$ cat config.mk
export PLATFORM = sky130hd
export DESIGN_NAME = dram_ras_sequencer_flat
export DESIGN_NICKNAME = d
export VERILOG_FILES = /design/src/rtl/vg8020_ram_pkg.sv /design/src/rtl/dram_ras_sequencer_if.sv /design/src/rtl/refresh_starve_timer.sv /design/src/rtl/dram_ras_sequencer.sv /design/src/flat_wrapper.sv
export SDC_FILE = /design/constraint.sdc
export NUM_CORES = 1
export LEC_CHECK = 0
export CORE_ASPECT_RATIO = 0.8
export CORE_MARGIN = 4
export CORE_UTILIZATION = 45
export CTS_CLUSTER_DIAMETER = 200
export CTS_CLUSTER_SIZE = 16
export DETAILED_ROUTE_END_ITERATION = 16
export PLACE_DENSITY = 0.64
export SYNTH_ARGS = -nofsm -noshare
export SYNTH_HDL_FRONTEND = slang
export SYNTH_SLANG_ARGS = --single-unit
export TNS_END_PERCENT = 30
$ cat constraint.sdc
create_clock -name clk -period 4 [get_ports clk]
set_input_delay 0.4 -clock clk [delete_from_list [all_inputs] [get_ports clk]]
set_output_delay 0.4 -clock clk [all_outputs]
set_load 0.01 [all_outputs]
$ cat src/rtl/vg8020_ram_pkg.sv
// rtl/vg8020_ram_pkg.sv - shared FSM encoding and default timing for the VG8020 slot-3 DRAM path
package vg8020_ram_pkg;

    typedef enum logic [2:0] {
        ST_IDLE,
        ST_ROW,
        ST_COL,
        ST_RFSH,
        ST_SELF,
        ST_PRE
    } ras_state_t;

    localparam int DEF_TRCD_CYC  = 1;
    localparam int DEF_MREQD_CYC = 2;
    localparam int DEF_TRP_CYC   = 2;
    localparam int DEF_RFSH_MAX  = 320;
    localparam int DEF_ROW_W     = 7;

    // Width of the phase counters used for RCD, precharge and self-refresh timing.
    localparam int PHASE_W = 8;

endpackage

$ cat src/rtl/dram_ras_sequencer_if.sv
// rtl/dram_ras_sequencer_if.sv - Z80 strobe inputs and DRAM control outputs of the RAS sequencer
interface dram_ras_sequencer_if
    import vg8020_ram_pkg::*;
#(
    parameter int ROW_W = DEF_ROW_W
) ();
    logic             nmreq;
    logic             nrfsh;
    logic             nsltsl3;
    logic             nras;
    logic             mux;
    logic             nmreqd;
    logic             nrfshd;
    logic             nwait;
    logic             self_rfsh;
    logic [ROW_W-1:0] rfsh_row;

    modport master (
        output nmreq, nrfsh, nsltsl3,
        input  nras, mux, nmreqd, nrfshd, nwait, self_rfsh, rfsh_row
    );

    modport slave (
        input  nmreq, nrfsh, nsltsl3,
        output nras, mux, nmreqd, nrfshd, nwait, self_rfsh, rfsh_row
    );
endinterface

$ cat src/rtl/refresh_starve_timer.sv
// rtl/refresh_starve_timer.sv - saturating refresh-starvation counter and internal refresh row counter
module refresh_starve_timer
    import vg8020_ram_pkg::*;
#(
    parameter int RFSH_MAX = DEF_RFSH_MAX,
    parameter int ROW_W    = DEF_ROW_W
) (
    input  logic             clk,
    input  logic             nreset,
    input  logic             clear,
    input  logic             row_inc,
    output logic             fire,
    output logic [ROW_W-1:0] rfsh_row
);
    localparam int            CW      = $clog2(RFSH_MAX + 1);
    localparam logic [CW-1:0] CNT_MAX = CW'(RFSH_MAX);

    logic [CW-1:0] starve;

    // Count cycles since the last refresh, holding at the limit; advance the row after each self refresh.
    always_ff @(posedge clk) begin
        if (!nreset) begin
            starve   <= '0;
            rfsh_row <= '0;
        end else begin
            if (clear) begin
                starve <= '0;
            end else if (starve != CNT_MAX) begin
                starve <= starve + 1'b1;
            end
            if (row_inc) begin
                rfsh_row <= rfsh_row + 1'b1;
            end
        end
    end

    assign fire = (starve == CNT_MAX);

endmodule

$ cat src/rtl/dram_ras_sequencer.sv
// rtl/dram_ras_sequencer.sv - RAS/mux sequencer with forced refresh for the VG8020 slot-3 DRAM bank
module dram_ras_sequencer
    import vg8020_ram_pkg::*;
#(
    parameter int TRCD_CYC  = DEF_TRCD_CYC,
    parameter int MREQD_CYC = DEF_MREQD_CYC,
    parameter int TRP_CYC   = DEF_TRP_CYC,
    parameter int RFSH_MAX  = DEF_RFSH_MAX,
    parameter int ROW_W     = DEF_ROW_W
) (
    input logic                 clk,
    input logic                 nreset,
    dram_ras_sequencer_if.slave bus
);
    localparam logic [PHASE_W-1:0] TRCD_LAST = PHASE_W'(TRCD_CYC - 1);
    localparam logic [PHASE_W-1:0] TRP_LAST  = PHASE_W'(TRP_CYC - 1);
    localparam logic [PHASE_W-1:0] SELF_LAST = PHASE_W'(1);
    localparam logic [PHASE_W-1:0] MREQD_N   = PHASE_W'(MREQD_CYC);

    ras_state_t         state;
    logic [PHASE_W-1:0] tcnt;
    logic [PHASE_W-1:0] mcnt;
    logic               nras_q;
    logic               mux_q;
    logic               nmreqd_q;
    logic               nrfshd_q;
    logic               nwait_q;
    logic               self_q;
    logic               access;
    logic               z80_rfsh;
    logic               self_done;
    logic               rfsh_done;
    logic               starve_fire;
    logic [ROW_W-1:0]   row;

    assign access    = !bus.nmreq && bus.nrfsh && !bus.nsltsl3;
    assign z80_rfsh  = !bus.nmreq && !bus.nrfsh;
    assign self_done = (state == ST_SELF) && (tcnt == SELF_LAST);
    assign rfsh_done = (state == ST_RFSH) && bus.nmreq;

    refresh_starve_timer #(
        .RFSH_MAX (RFSH_MAX),
        .ROW_W    (ROW_W)
    ) u_timer (
        .clk      (clk),
        .nreset   (nreset),
        .clear    (self_done || rfsh_done),
        .row_inc  (self_done),
        .fire     (starve_fire),
        .rfsh_row (row)
    );

    // Cycle sequencer: decodes Z80 strobes, times RAS/mux phases and drives all strobes from registers.
    always_ff @(posedge clk) begin
        if (!nreset) begin
            state    <= ST_IDLE;
            tcnt     <= '0;
            mcnt     <= '0;
            nras_q   <= 1'b1;
            mux_q    <= 1'b0;
            nmreqd_q <= 1'b1;
            nrfshd_q <= 1'b1;
            nwait_q  <= 1'b1;
            self_q   <= 1'b0;
        end else begin
            case (state)
                ST_IDLE: begin
                    nwait_q <= 1'b1;
                    tcnt    <= '0;
                    if (access) begin
                        state  <= ST_ROW;
                        nras_q <= 1'b0;
                        mcnt   <= PHASE_W'(1);
                    end else if (z80_rfsh) begin
                        state    <= ST_RFSH;
                        nras_q   <= 1'b0;
                        nrfshd_q <= 1'b0;
                    end else if (starve_fire) begin
                        state  <= ST_SELF;
                        nras_q <= 1'b0;
                        self_q <= 1'b1;
                    end
                end
                ST_ROW: begin
                    if (mcnt != '1) begin
                        mcnt <= mcnt + 1'b1;
                    end
                    if (tcnt == TRCD_LAST) begin
                        state <= ST_COL;
                        mux_q <= 1'b1;
                    end else begin
                        tcnt <= tcnt + 1'b1;
                    end
                    // The delayed strobe must be down by the first column cycle even if MREQD is longer.
                    if (bus.nmreq) begin
                        nmreqd_q <= 1'b1;
                    end else if ((mcnt >= MREQD_N) || (tcnt == TRCD_LAST)) begin
                        nmreqd_q <= 1'b0;
                    end
                end
                ST_COL: begin
                    if (bus.nmreq) begin
                        state    <= ST_PRE;
                        tcnt     <= '0;
                        nras_q   <= 1'b1;
                        mux_q    <= 1'b0;
                        nmreqd_q <= 1'b1;
                    end else begin
                        nmreqd_q <= 1'b0;
                    end
                end
                ST_RFSH: begin
                    if (bus.nmreq) begin
                        state    <= ST_PRE;
                        tcnt     <= '0;
                        nras_q   <= 1'b1;
                        nrfshd_q <= 1'b1;
                    end
                end
                ST_SELF: begin
                    nwait_q <= !access;
                    if (tcnt == SELF_LAST) begin
                        state  <= ST_PRE;
                        tcnt   <= '0;
                        nras_q <= 1'b1;
                        self_q <= 1'b0;
                    end else begin
                        tcnt <= tcnt + 1'b1;
                    end
                end
                ST_PRE: begin
                    nwait_q <= !access;
                    if (tcnt == TRP_LAST) begin
                        state <= ST_IDLE;
                    end else begin
                        tcnt <= tcnt + 1'b1;
                    end
                end
                default: begin
                    state  <= ST_IDLE;
                    nras_q <= 1'b1;
                    mux_q  <= 1'b0;
                end
            endcase
        end
    end

    assign bus.nras      = nras_q;
    assign bus.mux       = mux_q;
    assign bus.nmreqd    = nmreqd_q;
    assign bus.nrfshd    = nrfshd_q;
    assign bus.nwait     = nwait_q;
    assign bus.self_rfsh = self_q;
    assign bus.rfsh_row  = row;

endmodule

$ cat src/flat_wrapper.sv
// flat-port wrapper written by rule: the top's interface ports become plain ports
module dram_ras_sequencer_flat import vg8020_ram_pkg::*;
#(
    parameter int TRCD_CYC  = DEF_TRCD_CYC,
    parameter int MREQD_CYC = DEF_MREQD_CYC,
    parameter int TRP_CYC   = DEF_TRP_CYC,
    parameter int RFSH_MAX  = DEF_RFSH_MAX,
    parameter int ROW_W     = DEF_ROW_W
)
  (clk, nreset, bus_nmreq, bus_nrfsh, bus_nsltsl3, bus_nras, bus_mux, bus_nmreqd, bus_nrfshd, bus_nwait, bus_self_rfsh, bus_rfsh_row);
  dram_ras_sequencer_if #(.ROW_W(ROW_W)) bus_i ();
  input logic clk;
  input logic nreset;
  input wire logic [$bits(bus_i.nmreq)-1:0] bus_nmreq;
  input wire logic [$bits(bus_i.nrfsh)-1:0] bus_nrfsh;
  input wire logic [$bits(bus_i.nsltsl3)-1:0] bus_nsltsl3;
  output wire logic [$bits(bus_i.nras)-1:0] bus_nras;
  output wire logic [$bits(bus_i.mux)-1:0] bus_mux;
  output wire logic [$bits(bus_i.nmreqd)-1:0] bus_nmreqd;
  output wire logic [$bits(bus_i.nrfshd)-1:0] bus_nrfshd;
  output wire logic [$bits(bus_i.nwait)-1:0] bus_nwait;
  output wire logic [$bits(bus_i.self_rfsh)-1:0] bus_self_rfsh;
  output wire logic [$bits(bus_i.rfsh_row)-1:0] bus_rfsh_row;
  assign bus_i.nmreq = bus_nmreq;
  assign bus_i.nrfsh = bus_nrfsh;
  assign bus_i.nsltsl3 = bus_nsltsl3;
  assign bus_nras = bus_i.nras;
  assign bus_mux = bus_i.mux;
  assign bus_nmreqd = bus_i.nmreqd;
  assign bus_nrfshd = bus_i.nrfshd;
  assign bus_nwait = bus_i.nwait;
  assign bus_self_rfsh = bus_i.self_rfsh;
  assign bus_rfsh_row = bus_i.rfsh_row;
  dram_ras_sequencer #(.TRCD_CYC(TRCD_CYC), .MREQD_CYC(MREQD_CYC), .TRP_CYC(TRP_CYC), .RFSH_MAX(RFSH_MAX), .ROW_W(ROW_W)) u_core (.clk(clk), .nreset(nreset), .bus(bus_i));
endmodule
Word-level counts from Yosys, hierarchy flattened
Index checks and enable logic that the tools add are counted.
Storage, ports and cells
  flip-flop bits (word level): 41
  latch bits: 0
  RAM bits: 0
  bits in read-only memories: 0
  input bits: 5
  output and inout port bits: 13
  logic and storage cells: 114
  memories: 0
Cells by class
  add/subtract/negate cells: 4
  $mul: 0
  div/mod/pow operators: 0
  magnitude comparators: 1
  eq/ne operators: 25
  shift-type cells: 0
  multiplexer cells: 38
  bitwise operators: 3
  reduce and logical (&&, ||, !) cells: 32
Operator list (count)
  $mux W8: 6
  $pmux W8 S5: 1
  $mux W3: 7
  $add A8 B1 Y8 const B: 2
  $mux W1: 16
  $pmux W8 S2: 1
  $pmux W3 S5: 1
  $ne A2 B1 Y1 const B: 7
  $ne A2 B2 Y1 const B: 7
  $reduce_and A4 Y1: 3
  $reduce_and A5 Y1: 2
  $reduce_bool A2 Y1: 5
  $add A9 B1 Y9 const B: 1
  $eq A9 B9 Y1 const B: 1
  $ne A9 B9 Y1 const B: 1
  $eq A8 B1 Y1 const B: 1
  $ge A8 B2 Y1 const B: 1
  $logic_not A8 Y1: 1
  $ne A8 B8 Y1 const B: 1
  $pmux W1 S2: 4
  $reduce_or A2 Y1: 4
  $add A7 B1 Y7 const B: 1
  $eq A3 B2 Y1 const B: 2
  $eq A3 B3 Y1 const B: 2
  other kinds (14): 25

Logic depth before layout (Yosys ltp)
Gate-level depths: netlist of run 1.
  word-level depth: 5
  mapped depth: 7

By module
From an unflattened synthesis of run 1, not the netlist that was laid out.
Unflattened totals
  cell total of the unflattened synthesis: 256
  area total of the unflattened synthesis: 2150.8 um2
By module, submodules not included
  dram_ras_sequencer: times used 1, cells each 176, area an instance 1425.1 um2, seq. area each 500.5 um2
  refresh_starve_timer: times used 1, cells each 80, area an instance 725.7 um2, seq. area each 320.3 um2

Worst setup path after synthesis of run 1
Ideal clock, no wire load.
  path type: reg2reg
  start: register u_core.tcnt[0]
  end: register u_core.u_timer.rfsh_row[5]
  setup time: 70 ps
  arrival: 1781 ps
  slack: 2148 ps
  stages on the path, launching flop included: 6
  period minus slack after synthesis: 1852 ps
  cell sequence: dfxtp_1 ha_1 nor3b_1 nand4_4 or4_1 a21oi_1
On the way
  word-level cells in the longest chain between the ends: 2
RTL lines
  from (decl): RTL line dram_ras_sequencer.sv:21  | logic [PHASE_W-1:0] tcnt;
  from (signal assigned): RTL line dram_ras_sequencer.sv:92  | tcnt <= tcnt + 1'b1;
  from (signal assigned): RTL line dram_ras_sequencer.sv:128  | tcnt <= tcnt + 1'b1;
  from (signal assigned): RTL line dram_ras_sequencer.sv:136  | tcnt <= tcnt + 1'b1;
  $eq A8 B1 Y1: RTL line dram_ras_sequencer.sv:38  | assign self_done = (state == ST_SELF) && (tcnt == SELF_LAST);
  $logic_and A1 B1 Y1: RTL line dram_ras_sequencer.sv:38
  to (signal assigned): RTL line refresh_starve_timer.sv:32  | rfsh_row <= rfsh_row + 1'b1;
  to (decl): RTL line refresh_starve_timer.sv:13  | output logic [ROW_W-1:0] rfsh_row
No other way between the ends.
A chain may end at the register's enable or synchronous reset.

Final worst setup path of run 1
  start: register u_core.state[0]
  end: register u_core.tcnt[5]
On the way
  word-level cells in the longest chain between the ends: 4
  elaborated cells on any way between the ends: 13
  classes of those cells: 8 x eq/ne; 1 x mux; 4 x reduce/logical
RTL lines
  from (decl): RTL line dram_ras_sequencer.sv:20  | ras_state_t state;
  from (signal assigned): RTL line dram_ras_sequencer.sv:56  | state <= ST_IDLE;
  from (signal assigned): RTL line dram_ras_sequencer.sv:71  | state <= ST_ROW;
  from (signal assigned): RTL line dram_ras_sequencer.sv:75  | state <= ST_RFSH;
  $eq A3 B2 Y1: RTL line dram_ras_sequencer.sv:66  | case (state)
  $reduce_or A2 Y1 (no source line)
  $reduce_bool A5 Y1 (no source line) or $ne A2 B1 Y1 (tied branches)
  $reduce_and A4 Y1 (no source line)
Several ways; a longest one is shown, not always the timed one.

==> results.txt, run 1 <==
Critical Path Fanout Max -> 19
Vias/cell -> 5.68
initial antenna violation count -> 0
Final Setup Violations -> 0
CP max stage delay -> 740 ps
num ports -> 18
Fillers -> 441
GP Congestion -> 0.808
Post-Route WL -> 4790 um
Inserted Clock Buffers -> 5
Finished Layout Cells -> 346
Post-Synth Simple-Gate Area -> 0.299
post-synthesis compound-gate area fraction -> 0.192
grt total ovfl -> 0
mux contribution to synthesized area -> 0.0226
Reg2Reg Depth -> 4
CTS H-tree depth -> 2
vias in the first global route -> 1687
Routed Antenna Nets -> 0
largest net degree at the start of global routing -> 21
Avg Cell Area, Syn -> 8.36 um2
fin crit period -> 2150 ps
number of synthesized flops with an enable pin -> 0
Die H -> 71.5 um
fraction of registers with async set/reset -> 0
num rows -> 22
kind of critical path -> reg -> reg
fin crit share -> 0.537
max cap viols -> 0
Syn Nets -> 284
final net count -> 298
Critical Path, Cell by Cell -> o21bai_1, a31oi_2, or3b_1, a31oi_1
Power Dens Cells -> 476 nW/um2
Worst setup endpoint -> u_core.tcnt[5]
first-pass iteration count of the detailed router -> 4
CTS sink count -> 41
area of the multi-input gates -> 1350 um2
die width -> 87.3 um
synthesized area -> 2270 um2
ys flop type -> dfxtp_1
Critical Path AT -> 2350 ps
Slew HR -> 0.558
Pins Over Slew Limit -> 0
1st-iter DRT viols -> 108
Worst-Skew Late Latency -> 300 ps
post_cts resized -> 0
post-cts hold buffer count -> 0
drc violations -> 0
area of the die -> 6240 um2
register area -> 821 um2
Max clock buf depth -> 2
Vias -> 1965
total negative slack -> 0 ps
CTS tree -> done
Syn-to-layout area delta -> 13.2%
Syn Inst Count -> 271
PortBufs -> 17
reg2reg setup slack -> 1850 ps
Clock Pin Slew Worst Setup and Hold Paths -> 80 ps
Root Driver -> clkbuf_8
RR Startpoint -> u_core.state[0]
XOR/XNOR Fraction of Synth Area -> 0.0387
Post-CTS Setup Bufs -> 0
CP Launch Point -> u_core.state[0]
count of cell types in the netlist -> 56
# diodes -> 0
Worst-Margin Slew -> 662 ps
critical path's slowest cell -> dfxtp_1
worst min-delay path class -> reg -> reg
Core ar. -> 4730 um2
outcome -> completed
post-DR wirelength/cell -> 13.8 um
RSZ-0062 raised after global routing -> false
Max VDD drop -> 0.000239 V
DPL Wire Length -> 3390 um
Seq cells post-synth -> 41
crit end category -> register
DP Cell Count -> 338
maximum clock rate -> 0.466 GHz
CP Launch Type -> register
yosys warns -> 0
Fin. Hold Viols -> 0
Crit path required time -> 4210 ps
All-Layer GR Usage -> 0.161
main combinational cell family by area after synthesis -> simple AND/OR/NAND/NOR gates
leakage -> 0.900 nW
layout cell share with drive strength beyond 1 -> 0.0734
Synth Area in Adders -> 0.0442
sequential fraction of the synthesis area -> 0.362
clock skew -> 3.86 ps
worst reg2reg endpoint -> u_core.tcnt[5]
Initial Util -> 0.479
first-pass GRT wire length -> 8110 um
power breakdown:
part / internal (W) / switching (W) / total, W / leakage (nW)
clock network: 0.000124 / 0.000154 / 0.000277 / 0.0445
logic: 0.000168 / 0.000257 / 0.000425 / 0.523
registers: 0.000448 / 0.0000712 / 0.000519 / 0.332
total: 0.000740 / 0.000482 / 0.00122 / 0.900
per-stage QoR:
step	worst slack (ps)	total power [W]	util	area, um2	hold slack (ps)
floorplan	2150	0.000836	-	2270	462
global placement	1680	0.000950	0.523	2470	442
detailed placement	1640	0.000952	0.523	2470	444
CTS	1850	0.00124	0.542	2560	464
global route	1670	0.00131	0.542	2560	513
finish	1850	0.00122	0.542	2560	459
cell usage in the layout (no fill, tap or decap), types with 5 or more instances in the layout:
cell type	count
dfxtp_1	41
inv_1	12
or4_1	8
clkdlybuf4s50_1	17
and3_1	5
nor2_1	25
ha_1	8
nand4b_1	5
nand3_1	12
nand2_1	24
clkbuf_8	5
o31ai_1	6
xor2_1	6
a21oi_1	15
o21ai_0	13
a31oi_1	6
o21ai_1	5
cells in the mapped netlist, drive strengths merged (5+ instances only):
cell | instances | area [um2]
a31oi | 7 | 50.1
dfxtp | 41 | 821
or4 | 8 | 60.1
nand4 | 5 | 46.3
clkbuf | 8 | 30.0
o21ai | 18 | 90.1
o31ai | 6 | 45.0
nand3 | 13 | 70.1
nand2 | 24 | 90.1
and3 | 7 | 46.3
ha | 8 | 100
xor2 | 6 | 52.6
nor2 | 25 | 93.8
inv | 12 | 45.0
a21oi | 16 | 83.8
nand4b | 5 | 43.8
critical path, delay by kind of cell, from the launching register on:
kind            cells  cell delay, ps
simple gates        1             390
flops               1             740
compound gates      3             930
area by class of cell:
class,count,share of cell area
clock inverter,3,0.00829
multi-input combinational,206,0.527
timing repair buffer,18,0.0693
clock buffer,5,0.0268
tap,60,0.0293
inverter,13,0.0190
sequential,41,0.320
state kept, by name (all words and copies together), names as in the netlist, 3 cells and up:
register / count
u_core.u_timer.starve: 9
u_core.mcnt: 8
u_core.tcnt: 8
u_core.u_timer.rfsh_row: 7
u_core.state: 3
how the worst min path moves through the flow:
stage	start	endpoint	cells after the start	slack, ps
after global routing	u_core.bus.nrfshd	u_core.bus.nrfshd	1	510
after detailed placement	u_core.bus.nrfshd	u_core.bus.nrfshd	1	440
after global placement	u_core.bus.nrfshd	u_core.bus.nrfshd	1	440
after floorplan	u_core.u_timer.starve[1]	u_core.u_timer.starve[1]	2	460
final	u_core.bus.nrfshd	u_core.bus.nrfshd	1	460
after CTS	u_core.bus.nrfshd	u_core.bus.nrfshd	1	460
per-layer routing:
metal  up-vias  share of wire  track usage
li1       1021              -            -
met1       902           0.53        0.251
met4         0         0.0075       0.0409
met2        38           0.41        0.219
met3         4          0.053       0.0391
met5         -              0            0
cell families (layout without fill, tap and decap cells):
kind of cell    Yosys count  after routing
flops                    41             41
mux                       5              5
compound gates           67             67
buf+inv                  24             39
fa+ha+maj                 8              8
simple gates            116            116
xor+xnor                 10             10
Note: power is estimated with default switching activity, not from simulation.
==> run 2, diff against run 1 <==
PLACE_DENSITY = 0.67   (was 0.64)
clock period = 1.8 ns   (was 4 ns; I/O delays follow)
==> run 2 against run 1 <==
Effect of this change: non-clock buffer count increased by 28; register-to-register slack got worse by 1700 ps; count of clock-buffer cells in the layout increased by 1; via count increased by 7.0%; hold slack improved by 25 ps; highest routed layer unchanged; largest power group is now combinational logic; utilization increased by 5.8 points; critical endpoint is now u_core.state[0].
==> results.txt, run 2 (synthesized netlist as in run 1, its figures left out) <==
largest reg by FF count -> u_core.u_timer.starve
Reg2Reg Depth -> 6 (+2)
worst min-delay path class -> reg -> reg
most used cell along the critical path -> buf_4
largest net degree at the start of global routing -> 16 (-24%)
PortBufs -> 17 (unchanged)
Vias -> 2103 (+7.0%)
first-pass iteration count of the detailed router -> 5 (+1)
initial antenna violation count -> 0 (unchanged)
RSZ-0062 raised after global routing -> true
Pins Over Slew Limit -> 0 (unchanged)
worst reg2reg endpoint -> u_core.state[0]
Slew HR -> 0.677 (+0.119)
Initial Util -> 0.479 (unchanged)
Critical Path, Cell by Cell -> nor4_4, buf_4, a31oi_2, buf_4, nor3_2, mux2i_1
Power Dens Cells -> 1110 nW/um2 (+130%)
Post-CTS Setup Bufs -> 0 (unchanged)
Inserted Clock Buffers -> 5 (unchanged)
DPL Wire Length -> 3850 um (+13%)
Routed Antenna Nets -> 0 (unchanged)
Crit path required time -> 2030 ps (-2180 ps)
vias in the first global route -> 2010 (+19%)
die width -> 87.3 um (unchanged)
Root Driver -> clkbuf_8
Max VDD drop -> 0.000608 V (+150%)
Clock Pin Slew Worst Setup and Hold Paths -> 80 ps (about the same)
kind of critical path -> reg -> reg
critical path's slowest cell -> dfxtp_1
maximum clock rate -> 0.590 GHz (+27%)
dpl ws -> 4.84 ps (-1630 ps)
post-route cell area -> 2840 um2 (+11%)
clock skew -> 6.92 ps (+3.06 ps)
GP Congestion -> 0.859 (+6.3%)
post-cts hold buffer count -> 0 (unchanged)
CTS H-tree depth -> 2 (unchanged)
Worst-Margin Slew -> 484 ps (-178 ps)
Post-Route WL -> 5340 um (+12%)
biggest regs -> u_core.u_timer.starve x9, u_core.mcnt x8, u_core.tcnt x8
commonest non-fill, non-tap cells in the layout -> dfxtp_1 (40), buf_4 (29), nor2_1 (25)
commonest non-fill, non-tap cell in the layout -> dfxtp_1
max cap viols -> 0 (unchanged)
Worst setup endpoint -> u_core.state[0]
post_cts resized -> 0 (unchanged)
Vias/cell -> 5.62 (-0.99%)
post-DR wirelength/cell -> 14.3 um (+3.3%)
Worst-Skew Late Latency -> 300 ps (about the same)
CP Launch Point -> u_core.tcnt[2]
grt total ovfl -> 0 (unchanged)
outcome -> completed
placed cell areas -> 2690 um2 (+8.7%)
Syn-to-layout area delta -> 25.3%
fin crit share -> 0.942 (+0.406)
reg2reg setup slack -> 100 ps (-1750 ps)
layout cell share with drive strength beyond 1 -> 0.178 (+0.105)
Fillers -> 429 (-2.7%)
num ports -> 18 (unchanged)
num rows -> 22 (unchanged)
Max clock buf depth -> 2 (unchanged)
RR Startpoint -> u_core.tcnt[2]
max reg flops -> 9 (unchanged)
crit end category -> register
Core ar. -> 4730 um2 (unchanged)
Die H -> 71.5 um (unchanged)
fin crit period -> 1700 ps (-451 ps)
# diodes -> 0 (unchanged)
leakage -> 1.06 nW (+18%)
Fin. Hold Viols -> 0 (unchanged)
CP max stage delay -> 380 ps (-360 ps)
Critical Path AT -> 1930 ps (-420 ps)
CTS tree -> done
All-Layer GR Usage -> 0.179 (+0.0174)
Final Setup Violations -> 0 (unchanged)
CTS sink count -> 41 (unchanged)
final worst slack -> 104 ps (-1750 ps)
area of the die -> 6240 um2 (unchanged)
final net count -> 326 (+9.4%)
drc violations -> 0 (unchanged)
Critical Path Fanout Max -> 9 (-10)
first-pass GRT wire length -> 9140 um (+13%)
CP Launch Type -> register
1st-iter DRT viols -> 117 (+8.3%)
## run 2: cell types whose count changed in the layout (fill, tap and decap cells not counted), moves of 2 or more
cell / delta
nor3b_4: +2
buf_4: +28
and4_1: -3
and4_4: +2
## run 2: worst min-delay path by stage
stage	end	cells after the start	slack (ps)	startpoint
6_report	u_core.u_timer.rfsh_row[6]	2	480	u_core.u_timer.rfsh_row[6]
3_3_place_gp	u_core.bus.nrfshd	1	450	u_core.bus.nrfshd
4_1_cts	u_core.u_timer.rfsh_row[6]	2	490	u_core.u_timer.rfsh_row[6]
3_5_place_dp	u_core.bus.nrfshd	1	470	u_core.bus.nrfshd
5_1_grt	u_core.bus.nrfshd	1	510	u_core.bus.nrfshd
2_1_floorplan	u_core.bus.nrfshd	3	380	bus_nrfsh
## run 2: layout make-up
cell class              instances  area [um2]  share of cell area
multi-input cells             206        1390               0.488
clock buffers                   6        82.6              0.0291
repair buffers                 46         388               0.137
flip-flops and latches         41         822               0.289
well taps                      60        75.1              0.0264
clock inverters                 2        37.5              0.0132
inverters                      13        48.8              0.0172
## run 2: stage by stage
stage	hold slack [ps]	std cells	TNS [ps]	util	power (W)
finish	485	374	0	0.600	0.00315
floorplan	379	271	0	-	0.00186
CTS	489	374	0	0.594	0.00313
detailed placement	470	366	0	0.568	0.00233
global placement	449	366	0	0.568	0.00232
global route	509	374	-36.2	0.600	0.00335
## run 2: where the power goes
group | switching, W | leakage [nW] | total, W | internal [W]
sequential | 0.000110 | 0.333 | 0.00111 | 0.000999
combinational | 0.000679 | 0.669 | 0.00125 | 0.000572
clock | 0.000336 | 0.0574 | 0.000788 | 0.000451
## run 2: routing by layer
layer / GRT usage / up-vias / part of all wire
met5: 0 / - / 0
met4: 0.0460 / 0 / 0.0095
met3: 0.0345 / 5 / 0.039
met2: 0.269 / 39 / 0.43
met1: 0.261 / 980 / 0.52
li1: - / 1079 / -
## run 2: critical path: cells and delay by family, from the launching register on
family                 cells  cell delay [ps]
AOI/OAI and AO/OA          1              110
buffers and inverters      2              410
DFF                        1              380
muxes                      1              210
and+or+nand+nor            2              540
